File: src/rtl/compc_ctrl.sv
// Initiator side of the comparator enable/done handshake: packs {A,B}, runs enable/done, returns the result.
// Optional watchdog on the REQ/RELEASE wait enabled with `define COMPC_TIMEOUT_EN.
module compc_ctrl #(
  parameter int inputsize      = 4,
  parameter int TIMEOUT_CYCLES = 15
) (
  input  logic                   clk,
  input  logic                   rst,
  input  logic                   start,
  input  logic [inputsize-1:0]   a_in,
  input  logic [inputsize-1:0]   b_in,
  output logic                   busy,
  output logic [2*inputsize-1:0] data_out,
  output logic                   enable_out,
  input  logic                   done_in,
  input  logic [3:0]             ab_in,
  output logic [3:0]             result,
  output logic                   result_valid,
  output logic                   error
);

  typedef enum logic [1:0] {IDLE, SETUP, REQ, RELEASE} state_t;
  state_t state;

`ifdef COMPC_TIMEOUT_EN
  localparam int CW = $clog2(TIMEOUT_CYCLES + 1);
  logic [CW-1:0] wd_cnt;
  logic          wd_hit;
  assign wd_hit = (wd_cnt == CW'(TIMEOUT_CYCLES - 1));
`else
  logic unused_timeout_cfg;
  assign unused_timeout_cfg = (TIMEOUT_CYCLES != 0);
  assign error = 1'b0;
`endif

  // NOTE: every register here, outputs included, uses non-blocking assignment and the
  // asynchronous reset so enable_out drops the moment rst rises, whatever the state.
  always_ff @(posedge clk or posedge rst) begin
    if (rst) begin
      state        <= IDLE;
      busy         <= 1'b0;
      data_out     <= '0;
      enable_out   <= 1'b0;
      result       <= '0;
      result_valid <= 1'b0;
`ifdef COMPC_TIMEOUT_EN
      error        <= 1'b0;
      wd_cnt       <= '0;
`endif
    end else begin
      result_valid <= 1'b0;
`ifdef COMPC_TIMEOUT_EN
      if (state == REQ || state == RELEASE) wd_cnt <= wd_cnt + 1'b1;
`endif
      unique case (state)
        IDLE: begin
          if (start) begin
            data_out <= {a_in, b_in};
            busy     <= 1'b1;
`ifdef COMPC_TIMEOUT_EN
            error    <= 1'b0;
`endif
            state    <= SETUP;
          end
        end
        SETUP: begin
`ifdef COMPC_TIMEOUT_EN
          wd_cnt <= '0;
`endif
          state  <= REQ;
        end
        REQ: begin
          // done is only trusted once the unit has actually seen enable high.
          if (enable_out && done_in) begin
            result     <= ab_in;
            enable_out <= 1'b0;
            state      <= RELEASE;
          end
`ifdef COMPC_TIMEOUT_EN
          else if (wd_hit) begin
            error      <= 1'b1;
            enable_out <= 1'b0;
            busy       <= 1'b0;
            state      <= IDLE;
          end
`endif
          else begin
            enable_out <= 1'b1;
          end
        end
        RELEASE: begin
          if (!done_in) begin
            busy         <= 1'b0;
            result_valid <= 1'b1;
            state        <= IDLE;
          end
`ifdef COMPC_TIMEOUT_EN
          else if (wd_hit) begin
            error      <= 1'b1;
            enable_out <= 1'b0;
            busy       <= 1'b0;
            state      <= IDLE;
          end
`endif
        end
        default: state <= IDLE;
      endcase
    end
  end

endmodule

File: config.mk
export PLATFORM = sky130hd
export DESIGN_NAME = compc_ctrl
export DESIGN_NICKNAME = d
export VERILOG_FILES = /design/src/rtl/compc_ctrl.sv
export SDC_FILE = /design/constraint.sdc
export NUM_CORES = 1
export LEC_CHECK = 0
export BUFFER_PORTS_ARGS = -buffer_cell sky130_fd_sc_hd__buf_2
export CORE_MARGIN = 3
export CORE_UTILIZATION = 44
export CTS_CLUSTER_SIZE = 30
export DETAILED_ROUTE_END_ITERATION = 8
export GPL_TIMING_DRIVEN = 0
export PLACE_DENSITY_LB_ADDON = 0.12
export SLEW_MARGIN = 10
export SYNTH_ARGS = -nofsm -noshare
export SYNTH_HDL_FRONTEND = slang
export SYNTH_SLANG_ARGS = --single-unit
File: constraint.sdc
create_clock -name clk -period 3.3 [get_ports clk]
set_clock_uncertainty 0.05 [all_clocks]
set_input_delay 0 -clock clk [delete_from_list [all_inputs] [get_ports clk]]
set_output_delay 0 -clock clk [all_outputs]
set_load 0.01 [all_outputs]
==> flow_metrics.env <==
export IMPL_share_clk_of_total_power_pct=12.2
export IMPL_drtAntennaViolNets=0
export IMPL_min_path_type="in -> reg"
export IMPL_pwr_share_comb_pct=46.8
export IMPL_syn_num_nets=76
export IMPL_hold_viol_final=0
export IMPL_cp_max_fo=9
export IMPL_ys_flop_type="dfrtp_1"
export IMPL_core_area_mm2=0.00156
export IMPL_numCtsBuffers=3
export IMPL_yosysWarnings=0
export IMPL_antennaDiodeCount=0
export IMPL_status="complete, no violations"
export IMPL_synthesis_area_um2=754
export IMPL_maxSlewHeadroom_pct=57.8
export IMPL_vias_per_cell=4.83
export IMPL_grt_usage_pct=16.1
export IMPL_synth_edf_count=0
export IMPL_grt_pass1_vias=603
export IMPL_clock_latency_ns=0.28
export IMPL_swShare_pct=33.5
export IMPL_yosys_area_top_type="dfrtp_1"
export IMPL_wire_per_inst_um=12.2
export IMPL_ys_seq_area_share_pct=56.4
export IMPL_worstPathRequired_ns=3.43
export IMPL_cts_resized=0
export IMPL_firstDrtPassIters=2
export IMPL_worstPathArrival_ns=1.71
export IMPL_htreeDepth=1
export IMPL_grt_max_degree=18
export IMPL_clockBufferDepth=2
export IMPL_critical_path_class="reg -> reg"
export IMPL_p_sw_mw=0.299
export IMPL_rsz0062_at_grt="false"
export IMPL_antenna_found_initial=0
export IMPL_p_seq_share_pct=41.1
export IMPL_wirelength_um=1460
export IMPL_grt_first_pass_wirelength_um=2510
export IMPL_p_int_mw=0.592
export IMPL_fmax_mhz=632
export IMPL_row_count=14
export IMPL_finalSetupTns_ns=0
export IMPL_drive_gt1_share_pct=47.1
export IMPL_fin_nets=125
export IMPL_drt_iter0_markers=1
export IMPL_endpoint_kind="flop"
export IMPL_syn_avg_cell_area_um2=13.5
export IMPL_layout_cells_non_filler=120
export IMPL_synth_area_leaders="dfrtp_1, mux2_2, ha_1"
export IMPL_vias=579
export IMPL_area_growth_pct=44.6
export IMPL_fp_dieH_um=47.4
export IMPL_ir_worst_vdd_mv=0.478
export IMPL_io_pins=32
export IMPL_dp_hpwl_um=986
export IMPL_synthTopCellsByCount="dfrtp_1, mux2_2, ha_1"
export IMPL_yosys_area_top_type_share_pct=56.4
export IMPL_worst_pin_slew_ns=0.632
export IMPL_ys_ff_latch=17
export IMPL_gr_total_overflow=0
export IMPL_root_buffer="clkbuf_4"
export IMPL_cts_clk_slew_worst_paths_ns=0.09
export IMPL_synth_cell_types=20
export IMPL_place_gp_congestion=0.681
export IMPL_synth_most_common_cell="dfrtp_1"
export IMPL_fp_dieW_um=47.4
export IMPL_maxCapViolCount=0
export IMPL_cts_tree="done"
export IMPL_fin_crit_ns=1.58
export IMPL_drv_slew=0
export IMPL_p_per_area_mw_per_mm2=817
export IMPL_numPortBuffers=30
export IMPL_postSynthCellCount=56
export IMPL_crit_path_start_kind="flop"
export IMPL_timing_final_crit_share_pct=48.0
export IMPL_initial_core_util_pct=48.4
export IMPL_fillers=132
export IMPL_die_area_mm2=0.00225
export IMPL_p_leak_nw=0.542
export IMPL_ff2ff_setup_slack_ns=1.72
export IMPL_drc=0
export IMPL_cts_sinks=17
export IMPL_async_reset_ff_share_pct=100
export IMPL_placed_cells=102
export IMPL_setup_viol=0
-- cell families after synthesis --
family,Yosys count,share of synthesized area (%)
flip-flops,17,56.4
multiplexers,13,19.9
AND/OR/NAND/NOR,10,7.63
AO/OA/AOI/OAI,7,6.47
buffers and inverters,4,2.49
adder cells (fa/ha/maj),4,6.63
other,1,0.497
-- final cells by class --
type	instances	area (µm²)	area share, %
clock buffer	4	26.3	2.41
buffer	1	7.51	0.688
sequential	17	425	39.0
tap	16	20.0	1.83
timing repair buffer	44	290	26.6
inverter	3	11.3	1.03
multi-input combinational	35	310	28.4
-- per-stage QoR --
| step | util [%] | power (mW) | hold WS [ns] | cell area, µm² | worst slack (ns) |
|---|---|---|---|---|---|
| finish | 70.0 | 0.891 | 0.153 | 1090 | 1.72 |
| global route | 70.0 | 0.969 | 0.167 | 1090 | 1.64 |
| CTS | 70.0 | 0.905 | 0.142 | 1090 | 1.68 |
| detailed placement | 59.3 | 0.782 | 0.0627 | 925 | 1.69 |
| global placement | 59.3 | 0.766 | 0.0577 | 925 | 1.74 |
| floorplan | - | 0.644 | -0.124 | 754 | 1.82 |
-- cells in the final DEF (no fill, tap or decap) --
cell type      count
buf_2             30
dfrtp_1           17
dlygate4sd3_1     14
mux2_2            12
ha_1               4
nand2_1            3
inv_1              3
a21oi_1            3
clkbuf_4           3
nand2b_1           1
a21bo_1            1
and3_4             1
mux2_4             1
nand3_1            1
o21a_1             1
nor2_1             1
a2bb2oi_1          1
nor2b_1            1
nand3b_1           1
or2_2              1
a211oi_1           1
buf_4              1
conb_1             1
clkbuf_1           1
-- worst max-delay path: stages, from the launching register on --
cell and delay, ns:
dfrtp_1 0.41, inv_1 0.09, ha_1 0.24, nand2_1 0.30, mux2_2 0.38
-- registers in the layout, indices dropped and copies added, names as in the netlist --
signal,flops
busy,1
enable_out,1
result_valid,1
data_out,8
result,4
state,2
-- layer usage --
layer | track usage, % | routed length, µm | vias up | part of all wire [%]
li1 | - | - | 286 | -
met1 | 18.1 | 626 | 269 | 43
met2 | 29.1 | 730 | 22 | 50
met3 | 3.76 | 90 | 2 | 6.2
met4 | 6.63 | 14 | 0 | 0.96
met5 | 0 | 0 | - | 0
-- power by group through the flow --
stage          Sequential (mW)  Combinational [mW]  Clock, mW
2_1_floorplan            0.411               0.233          0
3_3_place_gp             0.364               0.402          0
3_5_place_dp             0.371               0.410          0
4_1_cts                  0.368               0.425      0.112
5_1_grt                  0.383               0.463      0.122
6_report                 0.366               0.417      0.109
-- path summary, 6_finish.rpt --
kind | start | endpoint | cells past startpoint
worst min-delay path | start | busy | 4
worst max-delay path | state[0] | data_out[5] | 4
worst max register to register | state[0] | data_out[5] | 4
min in group asynchronous | rst | data_out[6] | 3
max in group asynchronous | rst | data_out[0] | 3
worst min register to register | result[2] | result[2] | 1
-- what timing repair did --
action | in CTS | in global routing
buffers inserted | 0 | 0
endpoints found under the hold margin | 31 | 0
hold buffers | 14 | 0
No activity file was read; power rests on OpenSTA's default activity.
